===== config.mk =====
export PLATFORM = sky130hd
export DESIGN_NAME = worker_result_arbiter
export DESIGN_NICKNAME = d
export VERILOG_FILES = /design/src/rtl/worker_result_arbiter_pkg.sv /design/src/rtl/worker_result_arbiter_rr_priority_encoder.sv /design/src/rtl/worker_result_arbiter.sv
export SDC_FILE = /design/constraint.sdc
export NUM_CORES = 1
export LEC_CHECK = 0
export ABC_AREA = 1
export CELL_PAD_IN_SITES_DETAIL_PLACEMENT = 0
export CELL_PAD_IN_SITES_GLOBAL_PLACEMENT = 1
export CORE_ASPECT_RATIO = 0.8
export CORE_MARGIN = 8
export CORE_UTILIZATION = 27
export DETAILED_ROUTE_END_ITERATION = 12
export PLACE_DENSITY = 0.9
export SLEW_MARGIN = 20
export SYNTH_ARGS = -nofsm -noshare
export SYNTH_HDL_FRONTEND = slang
export SYNTH_SLANG_ARGS = --single-unit

===== constraint.sdc =====
create_clock -name CLK -period 1.7 [get_ports CLK]
set_input_delay 0.34 -clock CLK [delete_from_list [all_inputs] [get_ports CLK]]
set_output_delay 0.34 -clock CLK [all_outputs]
set_load 0.05 [all_outputs]

===== src/rtl/worker_result_arbiter_pkg.sv =====
// Shared definitions for the worker-result arbiter: default sizes and FSM state encoding.
package worker_result_arbiter_pkg;

  localparam int DEFAULT_WORKER_RESULT_WIDTH = 8;
  localparam int DEFAULT_NUM_WORKERS         = 4;

  typedef enum logic [1:0] {
    S_IDLE  = 2'b00,
    S_GRANT = 2'b01,
    S_SEND  = 2'b10
  } state_e;

endpackage


===== src/rtl/worker_result_arbiter_rr_priority_encoder.sv =====
// Round-robin priority encoder: picks the first set request bit at or after ptr, wrapping.
// Purely combinational so the packet-request path can reuse it.
module rr_priority_encoder #(
  parameter int NUM_WORKERS = 4,
  parameter int GRANT_WIDTH = $clog2(NUM_WORKERS)
) (
  input  logic [NUM_WORKERS-1:0] req,
  input  logic [GRANT_WIDTH-1:0] ptr,
  output logic [GRANT_WIDTH-1:0] grant,
  output logic                   any_req
);

  logic [2*NUM_WORKERS-1:0] doubled;
  logic [NUM_WORKERS-1:0]   rotated;
  logic [GRANT_WIDTH-1:0]   offset;

  // Rotate so ptr lands at bit 0, find the lowest set bit, then rotate the index back.
  // NOTE: every variable written in a combinational block gets a default first, so no path leaves it holding a stale value (latch).
  always_comb begin
    doubled = {req, req} >> ptr;
    rotated = doubled[NUM_WORKERS-1:0];
    offset  = '0;
    for (int i = NUM_WORKERS - 1; i >= 0; i--) begin
      if (rotated[i]) offset = GRANT_WIDTH'(i);
    end
    grant   = ptr + offset;
    any_req = |req;
  end

endmodule


===== src/rtl/worker_result_arbiter.sv =====
// Merges NUM_WORKERS worker-result streams into one registered stream toward the dispatcher,
// round-robin arbitrated, one result in flight at a time.
module worker_result_arbiter
  import worker_result_arbiter_pkg::*;
#(
  parameter int NUM_WORKERS         = DEFAULT_NUM_WORKERS,
  parameter int WORKER_RESULT_WIDTH = DEFAULT_WORKER_RESULT_WIDTH,
  parameter int GRANT_WIDTH         = $clog2(NUM_WORKERS)
) (
  input  logic                                       CLK,
  input  logic                                       RST,
  input  logic [NUM_WORKERS-1:0]                     RECEIVE_WR_VALID,
  input  logic [NUM_WORKERS*WORKER_RESULT_WIDTH-1:0] RECEIVE_WR_DATA,
  output logic [NUM_WORKERS-1:0]                     RECEIVE_WR_READY,
  output logic                                       SEND_WR_VALID,
  output logic [WORKER_RESULT_WIDTH-1:0]             SEND_WR_DATA,
  input  logic                                       SEND_WR_READY,
  output logic [GRANT_WIDTH-1:0]                     LAST_GRANT
);

  state_e                         state_q, state_d;
  logic [GRANT_WIDTH-1:0]         ptr_q;
  logic [GRANT_WIDTH-1:0]         grant_q;
  logic [GRANT_WIDTH-1:0]         last_grant_q;
  logic [WORKER_RESULT_WIDTH-1:0] data_q;

  logic [GRANT_WIDTH-1:0]         enc_grant;
  logic                           enc_any;
  logic [WORKER_RESULT_WIDTH-1:0] slot_data;
  logic                           accept;

  rr_priority_encoder #(
    .NUM_WORKERS (NUM_WORKERS),
    .GRANT_WIDTH (GRANT_WIDTH)
  ) u_rr_enc (
    .req     (RECEIVE_WR_VALID),
    .ptr     (ptr_q),
    .grant   (enc_grant),
    .any_req (enc_any)
  );

  always_comb begin
    slot_data = '0;
    for (int i = 0; i < NUM_WORKERS; i++) begin
      if (grant_q == GRANT_WIDTH'(i))
        slot_data = RECEIVE_WR_DATA[i*WORKER_RESULT_WIDTH +: WORKER_RESULT_WIDTH];
    end
  end

  // READY[grant_q] is high in S_GRANT, so VALID of that slot alone decides the transfer.
  assign accept = (state_q == S_GRANT) && RECEIVE_WR_VALID[grant_q];

  // NOTE: state is updated with non-blocking assignments so every register samples pre-edge values.
  always_ff @(posedge CLK) begin
    if (RST) begin
      state_q      <= S_IDLE;
      ptr_q        <= '0;
      grant_q      <= '0;
      last_grant_q <= '0;
      data_q       <= '0;
    end else begin
      state_q <= state_d;
      if (state_q == S_IDLE && enc_any) grant_q <= enc_grant;
      if (accept) begin
        data_q       <= slot_data;
        last_grant_q <= grant_q;
        ptr_q        <= grant_q + GRANT_WIDTH'(1);
      end
    end
  end

  always_comb begin
    state_d = state_q;
    unique case (state_q)
      S_IDLE:  if (enc_any) state_d = S_GRANT;
      S_GRANT: state_d = RECEIVE_WR_VALID[grant_q] ? S_SEND : S_IDLE;
      S_SEND:  if (SEND_WR_READY) state_d = S_IDLE;
      default: state_d = S_IDLE;
    endcase
  end

  // Outputs decode registered state only, so they are glitch-free and registered in timing.
  always_comb begin
    RECEIVE_WR_READY = '0;
    if (state_q == S_GRANT) RECEIVE_WR_READY[grant_q] = 1'b1;
    SEND_WR_VALID = (state_q == S_SEND);
    SEND_WR_DATA  = data_q;
    LAST_GRANT    = last_grant_q;
  end

endmodule


Yosys cells after proc, flatten, opt, wreduce, memory -nomap -nowiden. Index checks and enable logic that the tools add are counted.

Memory bits (read-only): 0. Output and inout bits: 15. Input bits: 39. Memories: 0. Bits in latches: 0. RAM bits: 0. Word-level logic and storage cells: 41. Bits in registers: 16.

Add/subtract/negate cells: 2. $mul: 0. Reduce and logical (&&, ||, !) cells: 7. Order comparisons: 2. Multiplexer cells: 17. Shifts and indexed selects: 1. Bitwise operators: 0. Equality and inequality tests: 7. Div/mod/pow operators: 0.

Operators with widths (number): $mux W8 (4); $mux W2 (7); $shr A8 B2 Y4 (1); $eq A2 B2 Y1 const B (3); $pmux W2 S3 (1); $eq A2 B1 Y1 const B (2); $logic_not A2 Y1 (2); $mux W4 (1); $reduce_or A4 Y1 (1); $logic_and A1 B1 Y1 (3); $lt A2 B3 Y1 const B (1); $add A2 B1 Y2 const B (1); $add A2 B2 Y2 (1); $bmux W1 S2 (1); $demux W1 S2 (1); $ge A2 B1 Y1 const B (1); $mux W1 (2); $ne A2 B1 Y1 const B (1); $ne A2 B2 Y1 const B (1); $reduce_and A2 Y1 (1).

Depth between registers and ports, before layout. Gate-level depths: netlist of the first run.

Depth after elaboration: 6. Gate-level depth with buffers: 12. Mapped depth without buffers: 12.

By module. A second synthesis of the first run with hierarchy kept.

Cells, all modules: 217. Area total of the unflattened synthesis: 1290.0 um2.

By module, submodules not included: worker_result_arbiter (instances 1, cells an instance 182, area an instance 1122.3 um2, seq. area each 320.3 um2); rr_priority_encoder (instances 1, cells an instance 35, area an instance 167.7 um2, seq. area each 0.0 um2).

Worst setup path after synthesis of the first run. Ideal clock, no wire load.

Path type: reg2out. From: register grant_q[0]. To: output port RECEIVE_WR_READY[2]. Required time: 1.360 ns. Path buffers: 1. Slack: -0.246 ns. Cell stages (with the launch flop): 6. Arrival time: 1.606 ns. Path through: dfxtp_1 > inv_2 > ha_1 > buf_2 > clkinv_1 > nor2_1.

Word-level cells in the longest chain between the ends: 5. Elaborated cells between the ends (all ways): 6. Those cells by class: order compare: 2; mux: 3; reduce/logical: 1.

Ends and longest elaborated chain: start, declared (line worker_result_arbiter.sv:23) `logic [GRANT_WIDTH-1:0] grant_q;`; start signal, assigned (line worker_result_arbiter.sv:63) `if (state_q == S_IDLE && enc_any) grant_q <= enc_grant;`; $lt A2 B3 Y1 (not written as such) or $ge A2 B1 Y1 (tied branches) (line worker_result_arbiter.sv:85) `if (state_q == S_GRANT) RECEIVE_WR_READY[grant_q] = 1'b1;`; $logic_and A1 B1 Y1 (not written as such) (line worker_result_arbiter.sv:85); $mux W1 (not written as such) (line worker_result_arbiter.sv:85); $demux W1 S2 (*) (line worker_result_arbiter.sv:85); $mux W4 (*) (line worker_result_arbiter.sv:85); end, declared (line worker_result_arbiter.sv:14) `output logic [NUM_WORKERS-1:0] RECEIVE_WR_READY,`.

Every way passes the cells marked *; elsewhere a longest branch is shown, timed or not.

Final worst setup path of the first run. Same ends and word-level chain as after synthesis.

==> implementation parameters, run 1 <==
Parameter                              Value

Run status
  Run status ... completed

Synth
  Share of the yosys chip area belonging to registers ... 27.5%
  Total nets after synthesis ... 216
  Number of instances in the synthesized netlist ... 172
  Yosys reg bits ... 16
  Avg Inst Size Synth ... 6.77 µm²
  Unique cell type count in the Yosys netlist ... 22
  Cell Area, Synth ... 1160 µm²
  Synth warn ... 0

Power
  Fraction of power consumed by the clock network ... 16.1%
  Proportion of total power due to net switching ... 44.7%
  Share of power burned in combinational logic ... 59.5%
  Net Sw Power ... 963 µW
  Sequential group share of total power ... 24.4%
  Maximum resistive drop on vdd ... 0.456 mV
  Leakage dissipation ... 0.880 nW
  Power per standard cell area ... 1060 nW/µm²
  Cell Int Power ... 1.19 mW

Die
  Area of the core ... 4150 µm²
  Number of I/O pins ... 54
  Die area ... 6680 µm²
  DIE HEIGHT ... 74.7 µm
  Effective utilization at floorplan ... 28.0%
  Die width ... 89.4 µm
  Rows ... 21

Critical path
  Launch point of the critical path ... grant_q[0]$_SDFFE_PP0P_
  Largest delay share family, worst path ... flip-flops
  Critical path's slowest cell ... sky130_fd_sc_hd__dfxtp_4
  Worst Path Required ... 1.36 ns
  Crit Path Max Fanout ... 6
  Count of buffering cells on the critical path with inverters included ... 3
  Critical Path Sink Type ... output pin
  Delay of the slowest critical-path stage ... 0.38 ns
  CP Class ... register to output pin
  WP data arrival ... 1.29 ns
  Critical path cell sequence ... inv_2, ha_1, inv_4, nor2_4, buf_12
  Worst Setup Start Kind ... register
  Startpoint of the most critical register-to-register path ... ptr_q[0]$_SDFFE_PP0P_

GRT
  GRT Total Usage ... 11.6%
  Remaining global-route overflow ... 0
  Largest net degree at the start of global routing ... 10
  Number of antenna violations at the first check in global routing ... 0
  First-pass GRT wire length ... 6090 µm
  Number of global-route vias before repair ... 1333

Hold path
  Class of the tightest hold or removal check ... register to register
  Worst hold start ... LAST_GRANT[0]$_SDFFE_PP0P_

Clocking
  Clock tree from TritonCTS ... yes
  Cts bufs inserted ... 3
  Number of sinks driven by the clock tree ... 16
  Cell at the root of the clock tree ... sky130_fd_sc_hd__clkbuf_8
  Clock-pin slew on the worst setup and hold paths ... 0.07 ns
  Depth of the CTS H-tree ... 1
  Clock latency on the worst-skew pair ... 0.25 ns
  Post-cts hold buffer count ... 0
  Maximum count of clock buffers along a single path ... 2

Finish
  Antenna diode count ... 0
  Area growth syn-to-layout ... 74.5%
  Number of nets in the finished design ... 286
  Total non-filler cell area in the finished layout ... 2030 µm²
  Cell Count, Final, Fillers Out ... 298
  Post-layout util ... 48.9%
  Share of post-route cells with drive strength above 1 ... 34.9%

Detailed routing
  First drt pass iteration count ... 4
  Vias post-DR ... 1327
  Detailed-route DRC error count ... 0
  Number of design-rule violations left by the first detailed-router iteration ... 79
  Routed wire length per instance ... 12.7 µm
  Mean number of vias per cell ... 4.45
  Remaining number of nets flagged by the antenna check after routing ... 0
  Final wirelength ... 3770 µm

Flow run
  Max cap viols ... 0

Timing
  Hold WS ... 0.475 ns
  Tmin final ... 1.63 ns
  Worst-case clock skew ... 0.00376 ns
  Unrepaired setup endpoints after global routing ... true
  Actual slew at the worst max-slew pin ... 0.284 ns
  Slew Viols, Final ... 0
  Period utilisation layout ... 95.9%
  Upper clock frequency limit ... 613 MHz
  Relative slew margins ... 81.0%
  Setup TNS ... 0 ns
  Hold Violations, Final ... 0
  Final Setup Violations ... 0

Placed design
  Final weighted congestion of routability-driven global placement ... 0.801
  Total cell area at the placement stage ... 1910 µm²
  Number of buffers inserted by port buffering ... 53
  Post-placement cell count ... 294
  Post-DP HPWL ... 3040 µm
==> repair_timing <==
| action | 4_1_cts | 5_1_grt |
|---|---|---|
| pin swaps | 5 | 5 |
| gates resized for setup | 12 | 15 |
| endpoints found under the setup margin | 4 | 4 |
| setup buffers | 0 | 0 |
==> cells in the final DEF, fill, tap and decap left out, types with 2 or more instances in the layout <==
cell type,count
sky130_fd_sc_hd__nor2_2,2
sky130_fd_sc_hd__inv_2,6
sky130_fd_sc_hd__nor2_4,3
sky130_fd_sc_hd__nand2_1,35
sky130_fd_sc_hd__dfxtp_2,3
sky130_fd_sc_hd__o21ai_1,2
sky130_fd_sc_hd__a21oi_2,10
sky130_fd_sc_hd__o21ai_0,3
sky130_fd_sc_hd__dlygate4sd2_1,4
sky130_fd_sc_hd__nor2_1,16
sky130_fd_sc_hd__dfxtp_1,12
sky130_fd_sc_hd__a21oi_1,29
sky130_fd_sc_hd__ha_1,3
sky130_fd_sc_hd__clkbuf_8,4
sky130_fd_sc_hd__clkdlybuf4s50_1,34
sky130_fd_sc_hd__nand3_1,9
sky130_fd_sc_hd__buf_4,25
sky130_fd_sc_hd__inv_1,9
sky130_fd_sc_hd__nand3_2,2
sky130_fd_sc_hd__nand2_2,5
sky130_fd_sc_hd__o21ai_2,9
sky130_fd_sc_hd__buf_12,7
==> Yosys cell counts (all sizes together) <==
master	number	share of area (%)
a21boi	1	0.65
xnor2	1	0.75
inv	15	4.8
o21ai	14	8.9
dfxtp	16	28
clkinv	2	0.65
nand3	11	4.7
nand2	40	13
nor2	22	9.1
ha	5	5.4
a21oi	39	20
buf	5	4.0
clkbuf	1	0.65
==> stage by stage <==
stage          power [mW]  setup slack, ns
2_1_floorplan        1.31          -0.0370
3_3_place_gp         1.75           -0.211
3_5_place_dp         1.75           -0.313
4_1_cts              2.12           0.0160
5_1_grt              2.32          -0.0394
6_report             2.16           0.0692
==> sequential cells by signal, summed over array words and instances, names as in the netlist <==
| signal | count |
|---|---|
| ptr_q | 2 |
| LAST_GRANT | 2 |
| state_q | 2 |
| SEND_WR_DATA | 8 |
| grant_q | 2 |
==> path summary, 6_finish.rpt <==
path,to,slack [ns],depth (start not counted)
worst min register to register,LAST_GRANT[0]$_SDFFE_PP0P_,0.48,2
worst min-delay path,LAST_GRANT[0]$_SDFFE_PP0P_,0.48,2
worst max-delay path,RECEIVE_WR_READY[2],0.07,5
worst max register to register,grant_q[1]$_SDFFE_PP0P_,0.10,12
==> power groups by stage <==
stage	clock network, mW	logic [mW]	registers [mW]
floorplan	0	0.653	0.655
global placement	0	1.23	0.520
detailed placement	0	1.23	0.523
CTS	0.359	1.25	0.518
global route	0.383	1.40	0.538
finish	0.347	1.28	0.527
==> worst reg2reg max path, cell delays in order (launching register included) <==
cell and delay (ns):
sky130_fd_sc_hd__dfxtp_2 0.33, sky130_fd_sc_hd__buf_6 0.12, sky130_fd_sc_hd__nand2_2 0.08, sky130_fd_sc_hd__nand3_2 0.08, sky130_fd_sc_hd__nand2_2 0.09, sky130_fd_sc_hd__nand3_2 0.07
sky130_fd_sc_hd__a21boi_2 0.12, sky130_fd_sc_hd__ha_2 0.20, sky130_fd_sc_hd__xnor2_2 0.13, sky130_fd_sc_hd__inv_1 0.05, sky130_fd_sc_hd__nand3_1 0.07, sky130_fd_sc_hd__nand2_1 0.06
sky130_fd_sc_hd__a21oi_2 0.13
==> layer usage <==
metal	part of all wire, %	GRT usage (%)	wire length [µm]
met3	5.1	4.03	191
met1	48	14.4	1810
met2	46	19.1	1740
met4	0.61	2.21	23
met5	0	0	0
==> kinds of logic after synthesis <==
kind of cell | count (synthesis) | synth area share (%)
AOI/OAI and AO/OA | 54 | 29.2
and+or+nand+nor | 73 | 27.0
buffers and inverters | 23 | 10.1
xor gates and xnor gates | 1 | 0.753
adders and majority gates | 5 | 5.38
DFF | 16 | 27.5
==> cell type report <==
cell class,count,area (µm²)
clock buffer,4,55.1
fill,438,2120
multi-input combinational,133,796
sequential,16,328
timing repair buffer,71,714
inverter,17,66.3
tap,57,71.3
(Power assumes the default switching activity.)
==> run 2: changes to the inputs <==
- GPL_TIMING_DRIVEN: default -> 0
==> implementation parameters, run 2 (same netlist as run 1, synthesis figures left out) <==
Parameter                              Value

Run status
  Run status ... completed

Critical path
  Startpoint of the most critical register-to-register path ... ptr_q[0]$_SDFFE_PP0P_
  Critical path destination ... SEND_WR_VALID
  Crit Path Max Fanout ... 2
  WP data arrival ... 1.29 ns
  Worst Path Required ... 1.36 ns
  Logic depth of the worst register-to-register path ... 12
  Critical Path Sink Type ... output pin
  Worst Setup Start Kind ... register
  Worst flop-to-flop path endpoint ... grant_q[1]$_SDFFE_PP0P_
  Launch point of the critical path ... state_q[1]$_SDFFE_PP0P_
  CP Class ... register to output pin
  Register-to-register setup slack ... 0.11 ns

Die
  Effective utilization at floorplan ... 28.0%
  Die width ... 89.4 µm
  Rows ... 21
  Area of the core ... 4150 µm²
  Number of I/O pins ... 54
  DIE HEIGHT ... 74.7 µm
  Die area ... 6680 µm²

Placed design
  Post-placement cell count ... 282
  Number of buffers inserted by port buffering ... 53
  Final weighted congestion of routability-driven global placement ... 0.802
  Worst slack at placement ... -0.778 ns
  Total cell area at the placement stage ... 1780 µm²
  Post-DP HPWL ... 2900 µm

Power
  Proportion of total power due to net switching ... 46.1%
  Fraction of power consumed by the clock network ... 14.0%
  Maximum resistive drop on vdd ... 0.423 mV
  Net Sw Power ... 932 µW
  Cell Int Power ... 1.09 mW
  Leakage dissipation ... 0.859 nW
  Post-layout total power ... 2.02 mW
  Share of power burned in combinational logic ... 59.8%
  Sequential group share of total power ... 26.2%
  Power per standard cell area ... 1050 nW/µm²

Timing
  Relative slew margins ... 65.9%
  Period utilisation layout ... 96.2%
  Slew Viols, Final ... 0
  Setup TNS ... 0 ns
  Final Setup Violations ... 0
  Upper clock frequency limit ... 612 MHz
  Hold Violations, Final ... 0
  Actual slew at the worst max-slew pin ... 0.514 ns
  Worst-case clock skew ... 0.00238 ns
  Tmin final ... 1.63 ns
  Unrepaired setup endpoints after global routing ... true
  Worst setup slack after layout ... 0.0654 ns
  Hold WS ... 0.478 ns

Clocking
  Cts bufs inserted ... 3
  Clock tree from TritonCTS ... yes
  Depth of the CTS H-tree ... 1
  Maximum count of clock buffers along a single path ... 2
  Cell at the root of the clock tree ... sky130_fd_sc_hd__clkbuf_8
  Clock-pin slew on the worst setup and hold paths ... 0.06 ns
  Number of sinks driven by the clock tree ... 16
  Post-cts hold buffer count ... 0
  Clock latency on the worst-skew pair ... 0.25 ns

Finish
  Share of post-route cells with drive strength above 1 ... 26.9%
  Post-layout util ... 46.4%
  Number of nets in the finished design ... 280
  Layout filler cell count ... 451
  Total non-filler cell area in the finished layout ... 1930 µm²
  Flip-flop count of the largest register, all copies and words added ... 8
  Most frequent cells in the layout ... sky130_fd_sc_hd__nand2_1 (37), sky130_fd_sc_hd__clkdlybuf4s50_1 (34), sky130_fd_sc_hd__a21oi_1 (30), sky130_fd_sc_hd__nor2_1 (16), sky130_fd_sc_hd__dlygate4sd2_1 (14)
  Cell Count, Final, Fillers Out ... 291
  Area growth syn-to-layout ... 65.7%
  Antenna diode count ... 0
  Most common cell after layout, fill and taps aside ... sky130_fd_sc_hd__nand2_1

GRT
  Remaining global-route overflow ... 0
  GRT Total Usage ... 11.7%
  Number of antenna violations at the first check in global routing ... 0
  Largest net degree at the start of global routing ... 11
  Number of global-route vias before repair ... 1283
  First-pass GRT wire length ... 6150 µm

Detailed routing
  Routed wire length per instance ... 13.0 µm
  Vias post-DR ... 1328
  Detailed-route DRC error count ... 0
  Number of design-rule violations left by the first detailed-router iteration ... 67
  Mean number of vias per cell ... 4.56
  Final wirelength ... 3790 µm
  Remaining number of nets flagged by the antenna check after routing ... 0
  First drt pass iteration count ... 4

Hold path
  Hold depth ... 2
  Worst hold start ... LAST_GRANT[0]$_SDFFE_PP0P_
  Class of the tightest hold or removal check ... register to register

Flow run
  Max cap viols ... 0
==> run 2: final cells by class <==
| cell class | count | area [µm²] | share of cell area (%) |
|---|---|---|---|
| sequential | 16 | 333 | 17.3 |
| buffer | 6 | 72.6 | 3.76 |
| multi-input combinational | 133 | 762 | 39.5 |
| timing repair buffer | 59 | 567 | 29.4 |
| tap | 57 | 71.3 | 3.70 |
| clock buffer | 3 | 41.3 | 2.14 |
| inverter | 17 | 81.3 | 4.22 |
==> run 2: worst min path at each step <==
stage | endpoint | slack [ns]
after floorplan | LAST_GRANT[0]$_SDFFE_PP0P_ | 0.41
after global placement | LAST_GRANT[0]$_SDFFE_PP0P_ | 0.46
after detailed placement | LAST_GRANT[0]$_SDFFE_PP0P_ | 0.47
after CTS | LAST_GRANT[0]$_SDFFE_PP0P_ | 0.48
after global routing | LAST_GRANT[0]$_SDFFE_PP0P_ | 0.49
final | LAST_GRANT[0]$_SDFFE_PP0P_ | 0.48
==> run 2: routing by layer <==
metal | vias up | track usage (%) | share of wire, %
met5 | - | 0 | 0
met4 | 0 | 2.57 | 1.1
met3 | 4 | 3.60 | 4.9
met2 | 31 | 18.5 | 46
met1 | 598 | 15.3 | 48
li1 | 695 | - | -
==> run 2: critical path, cell delays in order, from the launching register on <==
cell and delay (ns):
sky130_fd_sc_hd__dfxtp_1 0.42, sky130_fd_sc_hd__inv_1 0.09, sky130_fd_sc_hd__nor2_1 0.14, sky130_fd_sc_hd__clkdlybuf4s18_2 0.39
==> run 2: power by group through the flow <==
stage	Clock (mW)	Sequential (mW)	Combinational, mW
global placement	0	0.523	1.12
global route	0.308	0.542	1.34
finish	0.283	0.530	1.21
detailed placement	0	0.524	1.12
floorplan	0	0.655	0.653
CTS	0.292	0.519	1.15
==> run 2: repair_timing <==
action,in CTS,in global routing
buffers inserted,1,5
gates resized for setup,57,18
endpoints found under the setup margin,16,7
pin swaps,0,2
